--- src/rtl/uart_mmio.sv ---
// uart_mmio: memory-mapped 8N1 UART responder for the CPU data bus.
//   Window 0x40000018..0x40000023 (decode on addr[31:2]):
//     TXD 0x18  W: byte to send (dropped while busy)  R: 0
//     RXD 0x1C  R: {24'h0, rx_byte}; a read clears rx_valid
//     CON 0x20  R: {28'h0, frame_err, overrun, tx_busy, rx_valid}
//               W: W1C, bit2 clears overrun, bit3 clears frame_err
// Ports:
//   clk        - single clock, rising edge
//   reset      - synchronous, active-low
//   rd, wr     - CPU MemRd / MemWr
//   addr       - CPU byte address
//   wdata      - CPU store data
//   rdata      - combinational read data (0 when rd=0 or outside window)
//   rx         - asynchronous serial input (16x oversampled)
//   tx         - registered serial output
module uart_mmio #(
  parameter int CLK_FREQ = 100000000,
  parameter int BAUD     = 9600,
  parameter int DIV      = CLK_FREQ / (BAUD * 16)
) (
  input  logic        clk,
  input  logic        reset,
  input  logic        rd,
  input  logic        wr,
  input  logic [31:0] addr,
  input  logic [31:0] wdata,
  output logic [31:0] rdata,
  input  logic        rx,
  output logic        tx
);

  localparam int BIT = 16 * DIV;
  localparam int DW  = (DIV > 1) ? $clog2(DIV) : 1;
  localparam int BW  = $clog2(BIT);

  typedef enum logic [1:0] {TX_IDLE, TX_START, TX_DATA, TX_STOP} tx_state_t;
  typedef enum logic [2:0] {RX_IDLE, RX_START, RX_DATA, RX_STOP, RX_WAIT_HIGH} rx_state_t;

  logic          sel_txd, sel_rxd, sel_con;
  logic          rxd_read, con_wr, tx_accept, tx_busy;
  logic [DW-1:0] tcnt;
  logic          tick;

  tx_state_t     tx_state;
  logic [BW-1:0] tx_timer;
  logic          bit_end;
  logic [2:0]    tx_idx;
  logic [7:0]    tx_shift;

  rx_state_t     rx_state;
  logic          rx_meta, rx_s;
  logic [3:0]    rx_ticks;
  logic [2:0]    rx_idx;
  logic [7:0]    rx_shift, rx_byte;
  logic          rx_valid, overrun, frame_err;

  logic          unused_bits;
  assign unused_bits = ^{addr[1:0], wdata[31:8]};

  assign sel_txd   = (addr[31:2] == 30'h1000_0006);
  assign sel_rxd   = (addr[31:2] == 30'h1000_0007);
  assign sel_con   = (addr[31:2] == 30'h1000_0008);
  assign rxd_read  = rd && sel_rxd;
  assign con_wr    = wr && sel_con;
  assign tx_busy   = (tx_state != TX_IDLE);
  assign tx_accept = wr && sel_txd && !tx_busy;

  always_comb begin
    rdata = '0;
    if (rd) begin
      if (sel_rxd)      rdata = {24'h0, rx_byte};
      else if (sel_con) rdata = {28'h0, frame_err, overrun, tx_busy, rx_valid};
    end
  end

  // Free-running oversample tick shared by the receiver.
  assign tick = (tcnt == DW'(DIV - 1));

  always_ff @(posedge clk) begin
    if (!reset)    tcnt <= '0;
    else if (tick) tcnt <= '0;
    else           tcnt <= tcnt + 1'b1;
  end

  // Transmitter runs its own BIT-clock timer, restarted on acceptance,
  // so every bit is exactly BIT clocks regardless of tick phase.
  assign bit_end = (tx_timer == BW'(BIT - 1));

  always_ff @(posedge clk) begin
    if (!reset) begin
      tx_state <= TX_IDLE;
      tx       <= 1'b1;
      tx_timer <= '0;
      tx_idx   <= '0;
      tx_shift <= '0;
    end else begin
      if (tx_state != TX_IDLE) tx_timer <= bit_end ? '0 : tx_timer + 1'b1;
      case (tx_state)
        TX_IDLE: begin
          tx <= 1'b1;
          if (tx_accept) begin
            tx_shift <= wdata[7:0];
            tx       <= 1'b0;
            tx_timer <= '0;
            tx_state <= TX_START;
          end
        end
        TX_START: if (bit_end) begin
          tx       <= tx_shift[0];
          tx_idx   <= '0;
          tx_state <= TX_DATA;
        end
        TX_DATA: if (bit_end) begin
          tx       <= tx_shift[1];
          tx_shift <= {1'b0, tx_shift[7:1]};
          tx_idx   <= tx_idx + 1'b1;
          if (tx_idx == 3'd7) begin
            tx       <= 1'b1;
            tx_state <= TX_STOP;
          end
        end
        TX_STOP: if (bit_end) tx_state <= TX_IDLE;
        default: tx_state <= TX_IDLE;
      endcase
    end
  end

  // Receiver. Clears are applied first so same-cycle sets win.
  always_ff @(posedge clk) begin
    if (!reset) begin
      rx_meta   <= 1'b0;
      rx_s      <= 1'b0;
      rx_state  <= RX_IDLE;
      rx_ticks  <= '0;
      rx_idx    <= '0;
      rx_shift  <= '0;
      rx_byte   <= '0;
      rx_valid  <= 1'b0;
      overrun   <= 1'b0;
      frame_err <= 1'b0;
    end else begin
      rx_meta <= rx;
      rx_s    <= rx_meta;
      if (rxd_read)            rx_valid  <= 1'b0;
      if (con_wr && wdata[2])  overrun   <= 1'b0;
      if (con_wr && wdata[3])  frame_err <= 1'b0;
      case (rx_state)
        RX_IDLE: if (!rx_s) begin
          rx_ticks <= '0;
          rx_state <= RX_START;
        end
        RX_START: if (tick) begin
          if (rx_ticks == 4'd7) begin
            rx_ticks <= '0;
            rx_idx   <= '0;
            rx_state <= rx_s ? RX_IDLE : RX_DATA;
          end else begin
            rx_ticks <= rx_ticks + 1'b1;
          end
        end
        RX_DATA: if (tick) begin
          rx_ticks <= rx_ticks + 1'b1;
          if (rx_ticks == 4'd15) begin
            rx_shift <= {rx_s, rx_shift[7:1]};
            rx_idx   <= rx_idx + 1'b1;
            if (rx_idx == 3'd7) rx_state <= RX_STOP;
          end
        end
        RX_STOP: if (tick) begin
          rx_ticks <= rx_ticks + 1'b1;
          if (rx_ticks == 4'd15) begin
            if (rx_s) begin
              // A same-cycle RXD read frees the holding register.
              if (rx_valid && !rxd_read) begin
                overrun <= 1'b1;
              end else begin
                rx_byte  <= rx_shift;
                rx_valid <= 1'b1;
              end
              rx_state <= RX_IDLE;
            end else begin
              frame_err <= 1'b1;
              rx_state  <= RX_WAIT_HIGH;
            end
          end
        end
        RX_WAIT_HIGH: if (rx_s) rx_state <= RX_IDLE;
        default: rx_state <= RX_IDLE;
      endcase
    end
  end

endmodule
--- config.mk ---
export PLATFORM = sky130hd
export DESIGN_NAME = uart_mmio
export DESIGN_NICKNAME = d
export VERILOG_FILES = /design/src/rtl/uart_mmio.sv
export SDC_FILE = /design/constraint.sdc
export NUM_CORES = 1
export LEC_CHECK = 0
export ABC_AREA = 1
export BUFFER_PORTS_ARGS = -buffer_cell sky130_fd_sc_hd__buf_2
export CAP_MARGIN = 20
export CORE_MARGIN = 5
export CORE_UTILIZATION = 32
export CTS_CLUSTER_DIAMETER = 40
export CTS_CLUSTER_SIZE = 30
export DETAILED_ROUTE_END_ITERATION = 12
export GPL_TIMING_DRIVEN = 0
export HOLD_SLACK_MARGIN = 0.15
export PLACE_DENSITY_LB_ADDON = 0.1
export SLEW_MARGIN = 5
export SYNTH_ARGS = -nofsm -noshare
export SYNTH_HDL_FRONTEND = slang
export SYNTH_SLANG_ARGS = --single-unit
--- constraint.sdc ---
create_clock -name clk -period 2.6 [get_ports clk]
set_input_delay 0.52 -clock clk [delete_from_list [all_inputs] [get_ports clk]]
set_output_delay 0.52 -clock clk [all_outputs]
set_load 0.05 [all_outputs]
# After elaboration in Yosys (flattened, before gate mapping)
# Index checks and enable logic that the tools add are counted.
# word_totals
reg_bits	69
input_bits	69
output_inout_bits	33
elab_cells	145
# classes
add_sub_neg	5
eq_ne	31
n_mux	63
n_bitwise	2
n_reduce_logical	28
# ops
operator	count
$eq A30 B29 Y1 const B	3
$mux W14	4
$mux W3	16
$mux W8	4
$ne A2 B2 Y1 const B	14
$mux W1	21
$mux W4	5
$pmux W8 S2	1
$pmux W3 S5	1
$reduce_and A5 Y1	3
$add A14 B1 Y14 const B	1
$eq A14 B14 Y1 const B	1
$mux W2	6
$pmux W3 S2	2
$pmux W4 S3	1
$reduce_and A3 Y1	4
$add A10 B1 Y10 const B	1
$eq A10 B10 Y1 const B	1
$eq A3 B3 Y1 const B	3
$reduce_and A9 Y1	1
$pmux W2 S4	1
$reduce_bool A2 Y1	4
$logic_and A1 B1 Y1	7
$add A3 B1 Y3 const B	2
16 further kinds	22

# Longest topological paths before layout
# logic_depth
ltp_word	9
depth_mapped	12
ltp_nobuf	11

# Worst setup path before layout
# Ideal clock, no wire load.
# synth_timing
path_kind	input -> output
from	input port addr[11]
to	output port rdata[1]
arrival_ns	2.458
t_required_ns	2.080
setup_slack_ns	-0.378
path_stages	6
path_buffers	1
path_cell_list	or2_4 -> nor2_4 -> and3_1 -> buf_6 -> nand2_1 -> o31ai_1
# synth_between
elab_chain_len	4
elab_cells_between_ends	5
classes_between	2 x eq/ne; 3 x mux
# synth_rtl
element	line	source
start: declaration	25	input logic [31:0] addr,
$eq A30 B29 Y1	62	assign sel_con = (addr[31:2] == 30'h1000_0008);
$mux W4	72	else if (sel_con) rdata = {28'h0, frame_err, overrun, tx_busy, rx_valid};
$mux W8 *	71	if (sel_rxd) rdata = {24'h0, rx_byte};
$mux W8 *	70	if (rd) begin
end: declaration	27	output logic [31:0] rdata,
# Every way passes the cells marked *; elsewhere a longest branch is shown, timed or not.

# Worst setup path in the final report
# layout_timing
from	input port addr[27]
to	output port rdata[0]
# The elaborated chain is that of the path after synthesis.

==> results_dict.tcl <==
set metrics [dict create \
    power.clock.fraction_pct 38.9 \
    syn_area_um2 4020 \
    core_area_um2 12500 \
    antenna_cells_inserted 0 \
    holdCritPathClass "primary input to flip-flop" \
    synth_commonest_cells "105 x sky130_fd_sc_hd__nand2_1, 95 x sky130_fd_sc_hd__nor2_1, 69 x sky130_fd_sc_hd__dfxtp_1" \
    globalRoute.totalOverflow 0 \
    synth_ff_type "sky130_fd_sc_hd__dfxtp_1" \
    worst_path_max_delay_cell "sky130_fd_sc_hd__buf_2" \
    max_cap_viol_count 0 \
    switching_power_uw 1150 \
    grt_antenna_before_repair 0 \
    synth_edf_count 0 \
    run_status "finished, final reports clean" \
    worst_hold_path.num_cells 3 \
    fin_skew_ps 4.02 \
    core.rowCount 41 \
    cp-end-kind "output pin" \
    synth_largest_area_cell "sky130_fd_sc_hd__dfxtp_1" \
    switching_share_pct 32.2 \
    clk_latency_ps 330 \
    port_buffers 50 \
    leakage_uw 0.00223 \
    synth.distinct_cells 42 \
    timing.slew.headroom_pct 58.9 \
    initial_utilization_pct 32.3 \
    seqPwrFrac_pct 34.3 \
    clk_pin_slew_worst_paths_ps 50 \
    ys_ff_latch 69 \
    place_area_um2 4580 \
    numClockSinks 69 \
    post-synth-top-count-cell "sky130_fd_sc_hd__nand2_1" \
    dr.first_iter.drc_count 166 \
    dr.pass1.iters 7 \
    cts_setup_buffers 0 \
    cts_htree_levels 3 \
    io-pin-count 102 \
    fp.dieArea_um2 14900 \
    finalWeightedCongestion 0.821 \
    final_area_um2 4920 \
    finalCriticalPeriod_ps 2470 \
    synthToLayoutAreaGrowth_pct 22.3 \
    finalSetupViolCount 0 \
    cts-root-to-sink-buffers 2 \
    die_h_um 122 \
    via_count_of_the_first_global_routing_pass 3528 \
    drive_gt1_share_pct 18.2 \
    min_period_over_period_pct 95.0 \
    asyncSetResetFlopFracSynth_pct 0 \
    nets 752 \
    post-dp-hpwl_um 7270 \
    cts.root.buffer_cell "sky130_fd_sc_hd__clkbuf_16" \
    wl_per_cell_um 11.2 \
    worst_reg_to_reg_path_cell_count 7 \
    tritoncts_clock_tree "done" \
    floorplan.die.width_um 122 \
    grt_max_degree 12 \
    tightest_slew_ps 617 \
    hold_ws_ps 376 \
    grt_pass1_wl_um 16000 \
    timing.final.max_slew_violations 0 \
    worstPathCellList "buf_2 > nor2_1 > nand2_1 > nor2_2 > and3_1 > buf_6 > nand2_1 > o21ai_0 > buf_2" \
    power_report.internal_total_uw 2420 \
    unrepaired_setup_endpoints_after_global_routing "no" \
    hold_path_end "rx_meta" \
    r2r_start "tx_state[0]" \
    timing_worst_setup_path_type "primary input to output pin" \
    avgViaCountPerCell 4.44 \
    worst-r2r-setup-slack_ps 600 \
    yosysSeqAreaShare_pct 34.3 \
    worst_ir_drop_vdd_v 0.000338 \
    cts_inserted_buffers 9 \
    dr_total_vias 3764 \
    synth.top_cell.area_share_pct 34.3 \
    regToRegEndpoint "tx_timer[0]" \
    post_route_ant_nets 0 \
    hold_buffers 0 \
    power_frac_comb_pct 26.8 \
    average_size_of_a_mapped_cell_um2 6.84 \
    power.density_cell_area_nw_per_um2 727 \
    post_synth_main_area_contributors "sky130_fd_sc_hd__dfxtp_1 34%, sky130_fd_sc_hd__nand2_1 9.8%, sky130_fd_sc_hd__nor2_1 8.9%" \
    critPathMaxStageDelay_ps 300 \
    hold_violations 0 \
    critPathMaxFanout 6 \
    fmax_mhz 405 \
    worstSetupStartpointType "primary input" \
    route.final.wire_length_um 9470 \
    post_synth_inst_count 588 \
    hold_path.startpoint "rx" \
    drc 0 \
    grt_usage_pct 13.2 \
    timing.critical_path.required_ps 2080 \
    yosys_warnings 0 \
    cp_data_arrival_time_ps 1950 \
]
placed cells by master, fill, tap and decap left out, drive strengths merged, types with 3 or more instances in the layout:
master	synthesis	routed
nand4	11	11
o21ai	40	40
o31ai	3	3
xor2	3	3
a21oi	52	52
ha	12	12
inv	70	70
nand2	112	112
nor2	102	102
clkbuf	7	19
nor3	11	11
dfxtp	69	69
buf	32	82
conb	1	24
nand3	47	47
sequential cells by signal, indices dropped and copies added, names as in the netlist:
register,cells
frame_err,1
overrun,1
rx_byte,8
rx_idx,3
rx_meta,1
rx_s,1
rx_shift,8
rx_state,3
rx_ticks,4
rx_valid,1
tcnt,10
tx,1
tx_idx,3
tx_shift,8
tx_state,2
tx_timer,14
cell families after synthesis:
family                   share of synthesized area, %
AO/OA/AOI/OAI                                    13.4
other                                          0.0932
XOR/XNOR                                        0.871
AND/OR/NAND/NOR                                  33.7
adder cells (fa/ha/maj)                          3.73
flip-flops                                       34.3
buffers and inverters                            13.9
layout make-up:
cell class                      count  area (µm²)
Clock inverter                      3        65.1
Multi-Input combinational cell    433        2170
Buffer                             38         292
Fill cell                        1329        7540
Tap cell                          172         215
Inverter                           70         263
Sequential cell                    69        1380
Timing Repair Buffer               50         250
Clock buffer                       13         280
per-stage QoR:
stage | total power, µW | worst slack (ps) | setup TNS [ps] | std cells | utilization, %
3_3_place_gp | 2200 | 125 | 0 | 833 | 36.7
4_1_cts | 3630 | 72.5 | 0 | 849 | 39.5
6_report | 3580 | 129 | 0 | 848 | 39.5
2_1_floorplan | 2000 | -303 | -909 | 611 | -
3_5_place_dp | 2210 | 143 | 0 | 833 | 36.7
5_1_grt | 3830 | 30.8 | 0 | 848 | 39.5
repair_timing:
action | CTS | global route
hold endpoints to repair | 0 | 0
setup endpoints to repair | 0 | 1
resized for setup | 0 | 0
routing by layer:
metal	part of all wire (%)	track usage, %	wire, µm
met5	0	0	0
met4	1.6	5.88	148
met3	6.8	2.65	646
met2	43	21.0	4080
met1	48	17.4	4590
worst max-delay path by stage:
stage | start | endpoint | slack (ps) | cells after the start
after floorplan | addr[11] | rdata[0] | -300 | 6
after global placement | addr[17] | rdata[1] | 120 | 9
after detailed placement | addr[27] | rdata[1] | 140 | 9
after CTS | tx_state[0] | rdata[1] | 70 | 5
after global routing | addr[25] | rdata[0] | 30 | 9
final | addr[27] | rdata[0] | 130 | 9
critical path: cells and delay by family:
family                 cells  cell delay, ps
AO/OA/AOI/OAI              1             190
AND/OR/NAND/NOR            5             710
buffers and inverters      3             530
power by group through the flow:
| stage | Combinational [µW] | Clock [µW] | Sequential (µW) |
|---|---|---|---|
| floorplan | 749 | 0 | 1250 |
| global placement | 955 | 0 | 1250 |
| detailed placement | 961 | 0 | 1250 |
| CTS | 967 | 1430 | 1230 |
| global route | 1100 | 1490 | 1240 |
| finish | 959 | 1390 | 1230 |
(Power assumes the default switching activity.)
